===== src/rtl/usb_tx_pkt_pkg.sv =====
// Shared USB definitions: PID codes, CRC16 constants and a byte-wide CRC16 step.
package usb_tx_pkt_pkg;

    // Data PIDs have pid[1:0] == 2'b11; everything else is sent as a bare PID.
    localparam logic [3:0] PID_DATA0 = 4'b0011;
    localparam logic [3:0] PID_DATA1 = 4'b1011;
    localparam logic [3:0] PID_ACK   = 4'b0010;
    localparam logic [3:0] PID_NAK   = 4'b1010;
    localparam logic [3:0] PID_STALL = 4'b1110;

    // CRC16 in reflected form: polynomial 0x8005 processed LSB-first.
    localparam logic [15:0] CRC16_POLY_REFL = 16'hA001;
    localparam logic [15:0] CRC16_INIT      = 16'hFFFF;
    localparam logic [15:0] CRC16_RESIDUE   = 16'hB001;

    // Advances the reflected CRC16 by one byte, LSB first as it goes on the wire.
    function automatic logic [15:0] crc16Byte(input logic [15:0] crcIn,
                                              input logic [7:0]  dataIn);
        logic [15:0] crcV;
        crcV = crcIn ^ {8'h00, dataIn};
        for (int i = 0; i < 8; i++) begin
            if (crcV[0]) begin
                crcV = (crcV >> 1) ^ CRC16_POLY_REFL;
            end else begin
                crcV = crcV >> 1;
            end
        end
        return crcV;
    endfunction

endpackage


===== src/rtl/usb_tx_pkt_crc16.sv =====
// Byte-wide USB CRC16 accumulator with clear and update enable; shared with the RX checker.
module usb_crc16
    import usb_tx_pkt_pkg::*;
(
    input  logic        clk,
    input  logic        rst,
    input  logic        i_clear,
    input  logic        i_update,
    input  logic [7:0]  i_data,
    output logic [15:0] o_crc
);

    logic [15:0] r_crc;

    // Clear has priority so a new packet always starts from the init value.
    always_ff @(posedge clk or posedge rst) begin
        if (rst) begin
            r_crc <= CRC16_INIT;
        end else if (i_clear) begin
            r_crc <= CRC16_INIT;
        end else if (i_update) begin
            r_crc <= crc16Byte(r_crc, i_data);
        end
    end

    assign o_crc = r_crc;

endmodule


===== src/rtl/usb_tx_pkt.sv =====
// USB device-side packet transmitter: turns a start request into SYNC, PID, payload
// and CRC16 bytes for the serializer, fetching payload from the EP buffer.
module usb_tx_pkt
    import usb_tx_pkt_pkg::*;
#(
    parameter logic [7:0] SYNC_BYTE = 8'h80
) (
    input  logic       clk,
    input  logic       rst,
    input  logic       txpkt_start,
    output logic       txpkt_done,
    input  logic [3:0] txpkt_pid,
    input  logic [9:0] txpkt_len,
    input  logic [7:0] txpkt_data,
    output logic       txpkt_data_ack,
    output logic [7:0] ll_data,
    output logic       ll_valid,
    output logic       ll_last,
    input  logic       ll_ack,
    input  logic       ll_eop_done
);

    typedef enum logic [2:0] {
        ST_IDLE,
        ST_SYNC,
        ST_PID,
        ST_DATA,
        ST_CRC_L,
        ST_CRC_H,
        ST_WAIT_EOP
    } txState_t;

    txState_t    r_state;
    txState_t    w_state;
    logic [3:0]  r_pid;
    logic [3:0]  w_pid;
    logic [9:0]  r_remain;
    logic [9:0]  w_remain;
    logic [7:0]  r_ll_data;
    logic [7:0]  w_ll_data;
    logic        r_ll_valid;
    logic        w_ll_valid;
    logic        r_ll_last;
    logic        w_ll_last;
    logic        r_data_ack;
    logic        w_data_ack;
    logic        r_done;
    logic        w_done;
    logic        r_pend;
    logic        w_pend;
    logic        w_load;
    logic        w_crc_clear;
    logic        w_is_data;
    logic        w_taken;
    logic [15:0] w_crc;

    assign w_is_data = (r_pid[1:0] == 2'b11);
    assign w_taken   = r_ll_valid & ll_ack;

    usb_crc16 u_crc (
        .clk      (clk),
        .rst      (rst),
        .i_clear  (w_crc_clear),
        .i_update (w_load),
        .i_data   (txpkt_data),
        .o_crc    (w_crc)
    );

    // State and all output registers; reset returns to idle with outputs quiet.
    always_ff @(posedge clk or posedge rst) begin
        if (rst) begin
            r_state    <= ST_IDLE;
            r_pid      <= 4'h0;
            r_remain   <= 10'd0;
            r_ll_data  <= 8'h00;
            r_ll_valid <= 1'b0;
            r_ll_last  <= 1'b0;
            r_data_ack <= 1'b0;
            r_done     <= 1'b0;
            r_pend     <= 1'b0;
        end else begin
            r_state    <= w_state;
            r_pid      <= w_pid;
            r_remain   <= w_remain;
            r_ll_data  <= w_ll_data;
            r_ll_valid <= w_ll_valid;
            r_ll_last  <= w_ll_last;
            r_data_ack <= w_data_ack;
            r_done     <= w_done;
            r_pend     <= w_pend;
        end
    end

    // Next-state and next-output logic. A payload byte the serializer accepts while the
    // previous fetch ack is still high cannot be followed immediately (the EP buffer has
    // not advanced yet), so ll_valid drops for a cycle and the fetch is deferred via r_pend.
    always_comb begin
        w_state     = r_state;
        w_pid       = r_pid;
        w_remain    = r_remain;
        w_ll_data   = r_ll_data;
        w_ll_valid  = r_ll_valid;
        w_ll_last   = r_ll_last;
        w_data_ack  = 1'b0;
        w_done      = 1'b0;
        w_pend      = r_pend;
        w_load      = 1'b0;
        w_crc_clear = 1'b0;

        case (r_state)
            ST_IDLE: begin
                if (txpkt_start) begin
                    w_pid       = txpkt_pid;
                    w_remain    = txpkt_len;
                    w_crc_clear = 1'b1;
                    w_ll_data   = SYNC_BYTE;
                    w_ll_valid  = 1'b1;
                    w_ll_last   = 1'b0;
                    w_pend      = 1'b0;
                    w_state     = ST_SYNC;
                end
            end
            ST_SYNC: begin
                if (w_taken) begin
                    w_ll_data = {~r_pid, r_pid};
                    w_ll_last = ~w_is_data;
                    w_state   = ST_PID;
                end
            end
            ST_PID: begin
                if (w_taken) begin
                    if (!w_is_data) begin
                        w_ll_valid = 1'b0;
                        w_ll_last  = 1'b0;
                        w_state    = ST_WAIT_EOP;
                    end else if (r_remain != 10'd0) begin
                        w_load  = 1'b1;
                        w_state = ST_DATA;
                    end else begin
                        w_ll_data = ~w_crc[7:0];
                        w_state   = ST_CRC_L;
                    end
                end
            end
            ST_DATA: begin
                if (w_taken) begin
                    if (r_remain != 10'd0) begin
                        if (r_data_ack) begin
                            w_ll_valid = 1'b0;
                            w_pend     = 1'b1;
                        end else begin
                            w_load = 1'b1;
                        end
                    end else begin
                        w_ll_data = ~w_crc[7:0];
                        w_state   = ST_CRC_L;
                    end
                end else if (r_pend) begin
                    w_load = 1'b1;
                    w_pend = 1'b0;
                end
            end
            ST_CRC_L: begin
                if (w_taken) begin
                    w_ll_data = ~w_crc[15:8];
                    w_ll_last = 1'b1;
                    w_state   = ST_CRC_H;
                end
            end
            ST_CRC_H: begin
                if (w_taken) begin
                    w_ll_valid = 1'b0;
                    w_ll_last  = 1'b0;
                    w_state    = ST_WAIT_EOP;
                end
            end
            ST_WAIT_EOP: begin
                w_ll_valid = 1'b0;
                if (ll_eop_done) begin
                    w_done  = 1'b1;
                    w_state = ST_IDLE;
                end
            end
            default: begin
                w_state = ST_IDLE;
            end
        endcase

        if (w_load) begin
            w_ll_data  = txpkt_data;
            w_ll_valid = 1'b1;
            w_data_ack = 1'b1;
            w_remain   = r_remain - 10'd1;
        end
    end

    assign txpkt_done     = r_done;
    assign txpkt_data_ack = r_data_ack;
    assign ll_data        = r_ll_data;
    assign ll_valid       = r_ll_valid;
    assign ll_last        = r_ll_last;

endmodule


===== config.mk =====
export PLATFORM = sky130hd
export DESIGN_NAME = usb_tx_pkt
export DESIGN_NICKNAME = d
export VERILOG_FILES = /design/src/rtl/usb_tx_pkt_pkg.sv /design/src/rtl/usb_tx_pkt_crc16.sv /design/src/rtl/usb_tx_pkt.sv
export SDC_FILE = /design/constraint.sdc
export NUM_CORES = 1
export LEC_CHECK = 0
export BUFFER_PORTS_ARGS = -buffer_cell sky130_fd_sc_hd__buf_4
export CAP_MARGIN = 10
export CORE_ASPECT_RATIO = 1.1
export CORE_MARGIN = 3
export CORE_UTILIZATION = 59
export DETAILED_ROUTE_END_ITERATION = 10
export PLACE_DENSITY = 0.82
export SLEW_MARGIN = 20
export SYNTH_ARGS = -nofsm -noshare
export SYNTH_HDL_FRONTEND = slang
export SYNTH_SLANG_ARGS = --single-unit

===== constraint.sdc =====
create_clock -name clk -period 4.3 [get_ports clk]
set_clock_uncertainty 0.05 [all_clocks]
set_input_delay 0.86 -clock clk [delete_from_list [all_inputs] [get_ports clk]]
set_output_delay 0.86 -clock clk [all_outputs]
set_load 0.03 [all_outputs]

==> impl_metrics.csv <==
group,metric,value,unit
clocking,htree_levels,2,
yosys,synth_nets,328,
yosys,synth-simple-area-share,19.1,%
yosys,synthMuxAreaShare,2.64,%
yosys,synth_top_area_cell,"dfrtp_1",
worst_setup_path,crit_required,4440,ps
drt,drtAntennaViolNets,0,
clocking,postCtsSetupBuffers,0,
power,cell_internal_pwr,583,µW
finish,diodes,0,
yosys,postSynthCellCount,300,
die,initial_core_util,62.1,%
drt,drt-total-wl,6250,µm
power,p_leak,0.00141,µW
yosys,yosysWarnings,0,
yosys,ys_seq_elements,46,
clocking,cts_root_buf,"clkbuf_8",
die,die_x,70.5,µm
clocking,clk-insertion-delay-late,290,ps
worst_setup_path,end_kind,"flop",
sta,rsz0062_at_grt,"false",
drt,wl_per_cell,16.3,µm
finish,syn2layout_area_growth,13.9,%
drt,drc,0,
worst_setup_path,crit_arrival,2960,ps
run,maxCapViolCount,0,
sta,worst_pin_slew,764,ps
yosys,synth_area_per_cell,9.00,µm²
finish,final_nets,356,
sta,fin_ws,1480,ps
die,std_cell_rows,25,
finish,drive_gt1_share,22.8,%
die,die_h,77.0,µm
yosys,synthTopCellsByArea,"dfrtp_1 28%, dfstp_2 16%, nand2_1 7.1%",
yosys,synthXorXnorAreaFrac,8.20,%
sta,hold_violations,0,
yosys,ys_seq_area_share,43.4,%
worst_hold_path,worstHoldStart,"u_crc.o_crc[11]$_DFFE_PP1P_",
drt,first_pass_iters,4,
yosys,synth_top_family_by_area,"compound AO/OA/AOI/OAI gates",
yosys,synth_ff_type,"dfrtp_1",
worst_setup_path,start_kind,"flop",
sta,min_period,2820,ps
worst_setup_path,timing.rr.start,"r_remain[0]$_DFFE_PP0P_",
place,pre_cts_slack,1520,ps
yosys,synth_edf_count,0,
grt,grt.total_usage,24.3,%
place,dp_hpwl,4560,µm
worst_setup_path,crit_path_max_fanout,25,
die,ioPinCount,39,
power,vdd_drop_max,0.245,mV
power,pwr-share-seq,57.5,%
sta,relSlewSlack,48.9,%
clocking,clkTransAtPathRegs,90,ps
clocking,cts_buffers,5,
finish,fin_util,70.8,%
worst_setup_path,crit_type,"reg -> reg",
grt,antenna_found_initial,0,
power,p_per_area,245,nW/µm²
yosys,synth_fa_ha_area_share,0.463,%
sta,fmax,354,MHz
power,p_switching,170,µW
yosys,yosys.area.top_type_share,27.8,%
yosys,syn-cell-area,2700,µm²
power,p_sw_share,22.6,%
die,die-area,5420,µm²
grt,overflow,0,
finish,fillers,349,
sta,slew_viol_final,0,
place,place_congestion,0.866,
sta,min_period_over_period,65.6,%
grt,grt_max_degree,47,
worst_setup_path,critPathLaunch,"r_remain[0]$_DFFE_PP0P_",
clocking,post_cts_resized,0,
drt,via_per_inst,6.13,
drt,vias,2347,
yosys,synthArstFlopShare,100,%
sta,setup_viol,0,
drt,drt_iter0_markers,245,
yosys,synth_common_cells,"51 x nand2_1, 30 x dfrtp_1, 26 x a21oi_1",
clocking,tritoncts,"yes",
power,combPwrFrac,8.6,%
yosys,synth_most_common_cell,"nand2_1",
outcome,outcome,"complete, no violations",
clocking,cts_hold_buf,0,
grt,grt_pass1_vias,2254,
worst_setup_path,critPathSlowestCell,"or3b_1",
clocking,cts.sinks,46,
worst_setup_path,max_stage_delay,470,ps
yosys,synth_compound_area_share,21.9,%
sta,tns,0,ps
die,core,4350,µm²
worst_setup_path,crit_chain,"inv_1 > ha_1 > or3b_1 > o41ai_4 > o41a_1 > buf_4 > mux2_2 > o221a_2",
power,pwr-share-clk,33.9,%
clocking,clock_tree.buffer_depth,2,
worst_hold_path,hold_class,"reg -> reg",
grt,grt_pass1_wl,10600,µm
place,port_buffers,38,
yosys,ys_types,59,
state kept, by name, indices dropped and copies added, names as in the netlist:
signal,flops
u_crc.o_crc,16
r_remain,10
ll_data,8
r_pid,4
r_state,3
ll_last,1
ll_valid,1
r_pend,1
txpkt_data_ack,1
txpkt_done,1
worst max-delay path: cells and delay by family (launching register included):
family,cells,cell delay (ps)
muxes,1,380
adders and majority gates,1,200
and+or+nand+nor,1,470
buffers and inverters,2,400
DFF,1,400
AOI/OAI and AO/OA,3,810
per-layer routing:
layer	wire (µm)	vias up	part of all wire (%)	track usage (%)
met3	302	8	4.8	4.98
met4	89	0	1.4	7.66
li1	-	1134	-	-
met5	0	-	0	0
met1	2660	1135	43	33.0
met2	3200	70	51	39.0
stage by stage:
stage / total power (µW) / hold slack, ps / cells / area, µm²
4_1_cts: 759 / 433 / 383 / 3080
2_1_floorplan: 479 / 392 / 300 / 2700
5_1_grt: 786 / 446 / 383 / 3080
6_report: 753 / 428 / 383 / 3080
3_3_place_gp: 506 / 400 / 375 / 2990
3_5_place_dp: 507 / 415 / 375 / 2990
area by class of cell:
type | count | area (µm²) | share of cell area (%)
clock buffers | 7 | 76.3 | 2.48
clock inverters | 1 | 7.51 | 0.244
inverters | 9 | 33.8 | 1.10
multi-input cells | 225 | 1410 | 45.9
flip-flops and latches | 46 | 1170 | 38.1
well taps | 54 | 67.6 | 2.20
repair buffers | 41 | 308 | 10.0
cells by family after synthesis:
group / after synthesis
xor gates and xnor gates: 22
muxes: 6
DFF: 46
adders and majority gates: 1
buffers and inverters: 29
AOI/OAI and AO/OA: 84
and+or+nand+nor: 112
cells in the final DEF, fill, tap and decap left out, types with 9 or more instances in the layout:
cell type,instances
nand2_1,51
buf_4,41
dfrtp_1,30
a21oi_1,26
nor2_1,19
nor3_1,16
dfstp_2,16
o21ai_0,15
xor2_1,11
xnor2_1,9
power by group through the flow:
| stage | Clock, µW | Sequential, µW | Combinational, µW |
|---|---|---|---|
| final | 255 | 433 | 65.1 |
| after global routing | 281 | 433 | 71.9 |
| after CTS | 260 | 433 | 65.9 |
| after detailed placement | 0 | 441 | 65.8 |
| after global placement | 0 | 441 | 65.3 |
| after floorplan | 0 | 441 | 37.7 |
path summary, 6_finish.rpt:
kind,cells past startpoint,end,slack (ps)
min in group asynchronous,3,r_remain[3]$_DFFE_PP0P_,660
max reg2reg,8,r_remain[2]$_DFFE_PP0P_,1480
min,2,u_crc.o_crc[3]$_DFFE_PP1P_,430
max in group asynchronous,3,u_crc.o_crc[4]$_DFFE_PP1P_,3150
min reg2reg,2,u_crc.o_crc[3]$_DFFE_PP1P_,430
max,8,r_remain[2]$_DFFE_PP0P_,1480
Note: power is estimated with default switching activity, not from simulation.
